**src/rtl/framebuffer_arbiter_pkg.sv**
```systemverilog
// Shared arbiter state encodings and default widths for the framebuffer path
// (pixel memory, VGA read pointer and the memory arbiter).
package framebuffer_arbiter_pkg;

    typedef enum logic [1:0] {
        ARB_IDLE  = 2'd0,
        ARB_READ  = 2'd1,
        ARB_WRITE = 2'd2
    } arb_state_t;

    localparam int DEFAULT_ADDRESS_WIDTH    = 22;
    localparam int DEFAULT_DATA_WIDTH       = 12;
    localparam int DEFAULT_WRITE_FIFO_DEPTH = 8;
    localparam int DEFAULT_MAX_WRITE_WAIT   = 4;

    // Bits needed to hold a counter that saturates at max_value.
    function automatic int count_width(input int max_value);
        return (max_value < 1) ? 1 : $clog2(max_value + 1);
    endfunction

endpackage

```
**src/rtl/framebuffer_arbiter_sync_fifo.sv**
```systemverilog
// Write buffer for the framebuffer arbiter: RAM array with a registered head
// stage, so a pushed entry becomes poppable one edge after it is written.
module sync_fifo
    import framebuffer_arbiter_pkg::*;
#(
    parameter int WIDTH = DEFAULT_ADDRESS_WIDTH + DEFAULT_DATA_WIDTH,
    parameter int DEPTH = DEFAULT_WRITE_FIFO_DEPTH
) (
    input  logic                     system_clock,
    input  logic                     reset_n,
    input  logic                     push,
    input  logic [WIDTH-1:0]         push_data,
    input  logic                     pop,
    output logic [WIDTH-1:0]         head_data,
    output logic [$clog2(DEPTH):0]   level,
    output logic                     full,
    output logic                     empty
);

    localparam int PTR_WIDTH   = $clog2(DEPTH);
    localparam int LEVEL_WIDTH = PTR_WIDTH + 1;
    localparam logic [LEVEL_WIDTH-1:0] DEPTH_COUNT = LEVEL_WIDTH'(DEPTH);

    logic [WIDTH-1:0]       storage [DEPTH];
    logic [PTR_WIDTH:0]     write_ptr_reg;
    logic [PTR_WIDTH:0]     read_ptr_reg;
    logic [LEVEL_WIDTH-1:0] level_reg;
    logic                   head_valid_reg;
    logic [WIDTH-1:0]       head_data_reg;
    logic                   do_push;
    logic                   do_pop;
    logic                   array_has_data;
    logic                   load_head;

    assign do_push        = push && (level_reg != DEPTH_COUNT);
    assign do_pop         = pop && head_valid_reg;
    assign array_has_data = (write_ptr_reg != read_ptr_reg);
    // Refill the head stage whenever it is empty or being consumed this edge.
    assign load_head      = array_has_data && (!head_valid_reg || do_pop);

    always_ff @(posedge system_clock) begin
        if (do_push) begin
            storage[write_ptr_reg[PTR_WIDTH-1:0]] <= push_data;
        end
        if (load_head) begin
            head_data_reg <= storage[read_ptr_reg[PTR_WIDTH-1:0]];
        end
    end

    always_ff @(posedge system_clock or negedge reset_n) begin
        if (!reset_n) begin
            write_ptr_reg  <= '0;
            read_ptr_reg   <= '0;
            level_reg      <= '0;
            head_valid_reg <= 1'b0;
        end else begin
            if (do_push) begin
                write_ptr_reg <= write_ptr_reg + 1'b1;
            end
            if (load_head) begin
                read_ptr_reg   <= read_ptr_reg + 1'b1;
                head_valid_reg <= 1'b1;
            end else if (do_pop) begin
                head_valid_reg <= 1'b0;
            end
            case ({do_push, do_pop})
                2'b10:   level_reg <= level_reg + 1'b1;
                2'b01:   level_reg <= level_reg - 1'b1;
                default: level_reg <= level_reg;
            endcase
        end
    end

    // level counts every stored entry; empty only reflects the head stage.
    assign head_data = head_data_reg;
    assign level     = level_reg;
    assign full      = (level_reg == DEPTH_COUNT);
    assign empty     = !head_valid_reg;

endmodule

```
**src/rtl/framebuffer_arbiter.sv**
```systemverilog
// Single-port framebuffer arbiter: VGA reads have priority, buffered MCU pixel
// writes are guaranteed a slot after MAX_WRITE_WAIT consecutive read grants.
module framebuffer_arbiter
    import framebuffer_arbiter_pkg::*;
#(
    parameter int ADDRESS_WIDTH    = DEFAULT_ADDRESS_WIDTH,
    parameter int DATA_WIDTH       = DEFAULT_DATA_WIDTH,
    parameter int WRITE_FIFO_DEPTH = DEFAULT_WRITE_FIFO_DEPTH,
    parameter int MAX_WRITE_WAIT   = DEFAULT_MAX_WRITE_WAIT
) (
    input  logic                                system_clock,
    input  logic                                reset_n,
    input  logic                                write_request,
    input  logic [ADDRESS_WIDTH-1:0]            write_address,
    input  logic [DATA_WIDTH-1:0]               write_data,
    output logic                                write_ready,
    input  logic                                read_request,
    input  logic [ADDRESS_WIDTH-1:0]            read_address,
    output logic                                read_ready,
    output logic                                read_valid,
    output logic [DATA_WIDTH-1:0]               read_data,
    output logic                                memory_enable,
    output logic                                memory_write_enable,
    output logic [ADDRESS_WIDTH-1:0]            memory_address,
    output logic [DATA_WIDTH-1:0]               memory_write_data,
    input  logic [DATA_WIDTH-1:0]               memory_read_data,
    output logic                                write_overflow,
    input  logic                                write_overflow_clear,
    output logic [$clog2(WRITE_FIFO_DEPTH):0]   fifo_level
);

    localparam int ENTRY_WIDTH  = ADDRESS_WIDTH + DATA_WIDTH;
    localparam int STARVE_WIDTH = count_width(MAX_WRITE_WAIT);
    localparam logic [STARVE_WIDTH-1:0] STARVE_LIMIT = STARVE_WIDTH'(MAX_WRITE_WAIT);

    arb_state_t                 state_reg;
    arb_state_t                 state_next;
    logic [STARVE_WIDTH-1:0]    starve_count_reg;
    logic [STARVE_WIDTH-1:0]    starve_count_next;
    logic                       memory_enable_reg;
    logic                       memory_enable_next;
    logic                       memory_write_enable_reg;
    logic                       memory_write_enable_next;
    logic [ADDRESS_WIDTH-1:0]   memory_address_reg;
    logic [ADDRESS_WIDTH-1:0]   memory_address_next;
    logic [DATA_WIDTH-1:0]      memory_write_data_reg;
    logic [DATA_WIDTH-1:0]      memory_write_data_next;
    logic                       read_pending_reg;
    logic                       read_valid_reg;
    logic [DATA_WIDTH-1:0]      read_data_reg;
    logic                       write_overflow_reg;

    logic [ENTRY_WIDTH-1:0]     fifo_head;
    logic                       fifo_full;
    logic                       fifo_empty;
    logic                       fifo_push;
    logic                       fifo_pop;
    logic                       forced_write;
    logic                       read_accept;

    sync_fifo #(
        .WIDTH (ENTRY_WIDTH),
        .DEPTH (WRITE_FIFO_DEPTH)
    ) write_fifo (
        .system_clock (system_clock),
        .reset_n      (reset_n),
        .push         (fifo_push),
        .push_data    ({write_address, write_data}),
        .pop          (fifo_pop),
        .head_data    (fifo_head),
        .level        (fifo_level),
        .full         (fifo_full),
        .empty        (fifo_empty)
    );

    assign write_ready  = !fifo_full;
    assign fifo_push    = write_request && write_ready;
    assign forced_write = (starve_count_reg == STARVE_LIMIT) && !fifo_empty;
    assign read_ready   = !forced_write;
    assign read_accept  = read_request && read_ready;

    always_comb begin
        state_next             = ARB_IDLE;
        starve_count_next      = '0;
        fifo_pop               = 1'b0;
        memory_address_next    = memory_address_reg;
        memory_write_data_next = memory_write_data_reg;

        if (forced_write) begin
            state_next             = ARB_WRITE;
            fifo_pop               = 1'b1;
            memory_address_next    = fifo_head[ENTRY_WIDTH-1:DATA_WIDTH];
            memory_write_data_next = fifo_head[DATA_WIDTH-1:0];
        end else if (read_accept) begin
            state_next          = ARB_READ;
            memory_address_next = read_address;
            // Only reads that hold back a queued write count toward starvation.
            if (!fifo_empty) begin
                starve_count_next = (starve_count_reg == STARVE_LIMIT) ?
                                    starve_count_reg : starve_count_reg + 1'b1;
            end
        end else if (!fifo_empty) begin
            state_next             = ARB_WRITE;
            fifo_pop               = 1'b1;
            memory_address_next    = fifo_head[ENTRY_WIDTH-1:DATA_WIDTH];
            memory_write_data_next = fifo_head[DATA_WIDTH-1:0];
        end

        memory_enable_next       = (state_next != ARB_IDLE);
        memory_write_enable_next = (state_next == ARB_WRITE);
    end

    always_ff @(posedge system_clock or negedge reset_n) begin
        if (!reset_n) begin
            state_reg               <= ARB_IDLE;
            starve_count_reg        <= '0;
            memory_enable_reg       <= 1'b0;
            memory_write_enable_reg <= 1'b0;
            memory_address_reg      <= '0;
            memory_write_data_reg   <= '0;
        end else begin
            state_reg               <= state_next;
            starve_count_reg        <= starve_count_next;
            memory_enable_reg       <= memory_enable_next;
            memory_write_enable_reg <= memory_write_enable_next;
            memory_address_reg      <= memory_address_next;
            memory_write_data_reg   <= memory_write_data_next;
        end
    end

    // Read return: memory samples the address one edge after issue and its
    // output is captured on the following edge.
    always_ff @(posedge system_clock or negedge reset_n) begin
        if (!reset_n) begin
            read_pending_reg <= 1'b0;
            read_valid_reg   <= 1'b0;
            read_data_reg    <= '0;
        end else begin
            read_pending_reg <= (state_reg == ARB_READ);
            read_valid_reg   <= read_pending_reg;
            if (read_pending_reg) begin
                read_data_reg <= memory_read_data;
            end
        end
    end

    // A fresh overflow wins over a simultaneous clear.
    always_ff @(posedge system_clock or negedge reset_n) begin
        if (!reset_n) begin
            write_overflow_reg <= 1'b0;
        end else if (write_request && !write_ready) begin
            write_overflow_reg <= 1'b1;
        end else if (write_overflow_clear) begin
            write_overflow_reg <= 1'b0;
        end
    end

    assign memory_enable       = memory_enable_reg;
    assign memory_write_enable = memory_write_enable_reg;
    assign memory_address      = memory_address_reg;
    assign memory_write_data   = memory_write_data_reg;
    assign read_valid          = read_valid_reg;
    assign read_data           = read_data_reg;
    assign write_overflow      = write_overflow_reg;

endmodule

```
**config.mk**
```make
export PLATFORM = sky130hd
export DESIGN_NAME = framebuffer_arbiter
export DESIGN_NICKNAME = d
export VERILOG_FILES = /design/src/rtl/framebuffer_arbiter_pkg.sv /design/src/rtl/framebuffer_arbiter_sync_fifo.sv /design/src/rtl/framebuffer_arbiter.sv
export SDC_FILE = /design/constraint.sdc
export NUM_CORES = 1
export LEC_CHECK = 0
export ABC_AREA = 1
export CORE_MARGIN = 2
export CORE_UTILIZATION = 30
export CTS_CLUSTER_SIZE = 10
export DETAILED_ROUTE_END_ITERATION = 12
export PLACE_DENSITY_LB_ADDON = 0.12
export REMOVE_ABC_BUFFERS = 1
export SLEW_MARGIN = 10
export SYNTH_ARGS = -nofsm -noshare
export SYNTH_HDL_FRONTEND = slang
export SYNTH_SLANG_ARGS = --single-unit
```
**constraint.sdc**
```tcl
create_clock -name system_clock -period 5.5 [get_ports system_clock]
set_input_delay 1.375 -clock system_clock [delete_from_list [all_inputs] [get_ports system_clock]]
set_output_delay 1.375 -clock system_clock [all_outputs]
set_load 0.1 [all_outputs]
```
==> results.py <==
metrics = {
    "clock_tree": {
        "clock_latency_ns": 0.58,
        "htreeDepth": 2,
        "ctsResizeCount": 0,
        "numCtsBuffers": 45,
        "clkSinkCount": 375,
        "cts_tree": "built",
        "post_cts.repair.setup_buffers": 0,
        "path_clk_slew_ns": 0.06,
        "clk_path_buf_depth": 3,
        "cts_root_buf": "clkbuf_16",
        "holdBufCountCts": 0,
    },
    "die": {
        "dieHeight_um": 227,
        "start_util": 0.304,
        "die_w_um": 227,
        "rows": 81,
        "core_area_sq_mm": 0.0490,
        "io_pins": 129,
        "dieArea_sq_mm": 0.0513,
    },
    "placement": {
        "place_congestion": 0.712,
        "dp_hpwl_um": 22000,
        "port_buffers": 128,
        "pre_cts_slack_ns": 1.21,
    },
    "route": {
        "drt_wl_total_um": 38000,
        "ant_nets": 0,
        "dr.pass1.iters": 5,
        "drc": 0,
        "wl_per_cell_um": 18.7,
        "drtIter0Drc": 742,
        "routed_via_density": 4.55,
        "vias": 9262,
    },
    "logic_synthesis": {
        "synth-edff-count": 306,
        "synth-adder-area-share": 0.00589,
        "synth_area_leaders": "edfxtp_1, dfrtp_1, nor2_1",
        "synth.largest_area_cell": "edfxtp_1",
        "yosys_warnings": 0,
        "syn_area_sq_mm": 0.0149,
        "muxShareOfSynthArea": 0.00909,
        "synth-simple-area-share": 0.124,
        "synth_xor_area_frac": 0.00236,
        "synth_top_flop_cell": "edfxtp_1",
        "synth_compound_area_frac": 0.0856,
        "seq_area_frac_synth": 0.734,
        "ys_ff_latch": 375,
        "syn_inst": 1215,
        "synth.avg_cell_area_sq_um": 12.2,
        "synth_cell_type_count": 30,
        "synth_top_area_frac": 0.618,
        "synth_top_family_by_area": "simple AND/OR/NAND/NOR gates",
        "async_reset_ff_frac": 0.184,
    },
    "timing": {
        "slew_violations": 0,
        "finalSetupViolCount": 0,
        "setup_ws_ns": 1.72,
        "tightest_slew_ns": 1.21,
        "min_period_ns": 3.78,
        "period_share": 0.688,
        "fin_skew_ns": 0.0227,
        "slew_headroom": 0.191,
        "tns_ns": 0,
        "hold_viol": 0,
        "rsz0062_at_grt": "false",
        "fmax_mhz": 264,
    },
    "power": {
        "p_switching_mw": 4.37,
        "pwr-share-comb": 0.349,
        "powerDensity_mw_per_mm2": 593,
        "p_sw_frac": 0.409,
        "pwr-share-seq": 0.394,
        "p_leak_nw": 6.53,
        "total_power_mw": 10.7,
        "vdd_drop_max_mv": 0.304,
        "clkPwrFrac": 0.257,
        "p_int_mw": 6.33,
    },
    "final_layout": {
        "nFillCells": 4763,
        "layout_commonest_cell": "edfxtp_1",
        "syn2layout_area_growth_pct": 21.5,
        "nNetsFinal": 1414,
        "most-common-layout-cells": "edfxtp_1, nor2_1, nand2_1",
        "largest_register_ffs": 272,
        "drive_gt1_frac": 0.0774,
    },
    "worst_hold_path": {
        "hold_path.class": "reg2reg",
        "hold_depth": 2,
        "min_to": "memory_write_data[8]$_DFFE_PN0P_",
        "hold_start": "write_fifo.head_data[8]$_DFFE_PP_",
    },
    "worst_setup_path": {
        "worstSetupEndpointType": "output pin",
        "worstReg2RegEnd": "write_fifo.head_data[27]$_DFFE_PP_",
        "cp_max_fo": 3,
        "crit_path_start": "starve_count_reg[0]$_DFFE_PN0P_",
        "crit_path_cell_trace": "inv_1, ha_1, nand3_2, clkdlybuf4s50_1",
        "critPathSlowestCell": "clkdlybuf4s50_1",
        "required_ns": 4.12,
        "cp_data_arrival_time_ns": 2.41,
        "slowest_delay_ns": 1.15,
        "critPathKind": "reg2out",
        "reg2reg_depth": 7,
        "crit_family": "buffers and inverters",
        "start_kind": "register",
        "cp_num_buf_inv": 2,
        "rr_startpoint": "write_fifo.read_ptr_reg[0]$_DFFE_PN0P_",
        "r2r_slack_ns": 2.23,
    },
    "global_route": {
        "grt_max_degree": 92,
        "grt.total_usage": 0.150,
        "overflow": 0,
        "grt_pass1_wl_um": 57300,
        "antenna_found_initial": 2,
        "first_global_vias": 9074,
    },
    "flow_run": {
        "drv_cap": 0,
    },
    "run_status": {
        "outcome": "finished, final reports clean",
    },
}
==> per-stage QoR <==
| stage | cells | hold WS [ns] | instance area (sq um) | util |
|---|---|---|---|---|
| after floorplan | 1151 | 0.376 | 14500 | - |
| after global placement | 1950 | 0.427 | 16700 | 0.341 |
| after detailed placement | 1950 | 0.431 | 16700 | 0.341 |
| after CTS | 2033 | 0.445 | 18000 | 0.368 |
| after global routing | 2034 | 0.467 | 18100 | 0.369 |
| final | 2035 | 0.441 | 18100 | 0.369 |
==> cell families (layout without fill, tap and decap cells) <==
family	after synthesis	in the layout
and+or+nand+nor	471	471
DFF	375	375
AOI/OAI and AO/OA	234	234
buffers and inverters	112	267
muxes	12	12
adders and majority gates	7	7
xor gates and xnor gates	4	4
other	0	1
==> worst max-delay path by stage <==
stage	endpoint	slack [ns]	depth (start not counted)
after floorplan	write_fifo.storage[6][0]$_DFFE_PP_	0.14	6
after global placement	write_fifo.head_data[28]$_DFFE_PP_	1.26	6
after detailed placement	write_fifo.head_data[28]$_DFFE_PP_	1.21	6
after CTS	read_ready	1.67	4
after global routing	read_ready	1.61	4
final	read_ready	1.72	4
==> power groups by stage <==
stage / logic [mW] / clock network, mW / registers, mW
3_3_place_gp: 3.78 / 0 / 4.28
2_1_floorplan: 1.47 / 0 / 5.30
4_1_cts: 3.81 / 2.84 / 4.23
5_1_grt: 4.11 / 2.94 / 4.29
6_report: 3.74 / 2.75 / 4.21
3_5_place_dp: 3.79 / 0 / 4.27
==> cells in the mapped netlist, types with 3 or more instances <==
master / n
edfxtp_1: 306
nor2_1: 223
nand2_1: 208
o21ai_0: 142
dfrtp_1: 69
o21ai_1: 66
inv_1: 44
nand3_1: 31
buf_2: 28
clkbuf_1: 18
o211ai_1: 13
mux2_2: 12
buf_6: 10
o211ai_2: 9
ha_1: 7
buf_4: 5
a21oi_1: 3
inv_2: 3
nand2_2: 3
==> worst reg2reg max path: cells and delay by family, from the launching register on <==
kind | cells | cell delay, ns
buffers and inverters | 2 | 1.50
and+or+nand+nor | 5 | 0.59
DFF | 1 | 0.75
==> cell type report <==
| type | count | area (sq um) | share of cell area |
|---|---|---|---|
| Antenna cell | 1 | 2.50 | 0.000139 |
| Clock buffer | 75 | 1250 | 0.0692 |
| Clock inverter | 8 | 88.8 | 0.00492 |
| Inverter | 48 | 183 | 0.0101 |
| Multi-Input combinational cell | 728 | 3430 | 0.190 |
| Sequential cell | 375 | 10900 | 0.605 |
| Tap cell | 664 | 831 | 0.0460 |
| Timing Repair Buffer | 136 | 1350 | 0.0748 |
==> layer usage <==
metal  vias up  routed length [um]  GRT usage  part of all wire
li1       4447                   -          -                 -
met1      4550               18500      0.217              0.49
met2       201               16700      0.225              0.44
met3        62                1860     0.0323             0.049
met4         2                 838     0.0444             0.022
met5         -                  13          0           0.00034
Note: power is estimated with default switching activity, not from simulation.
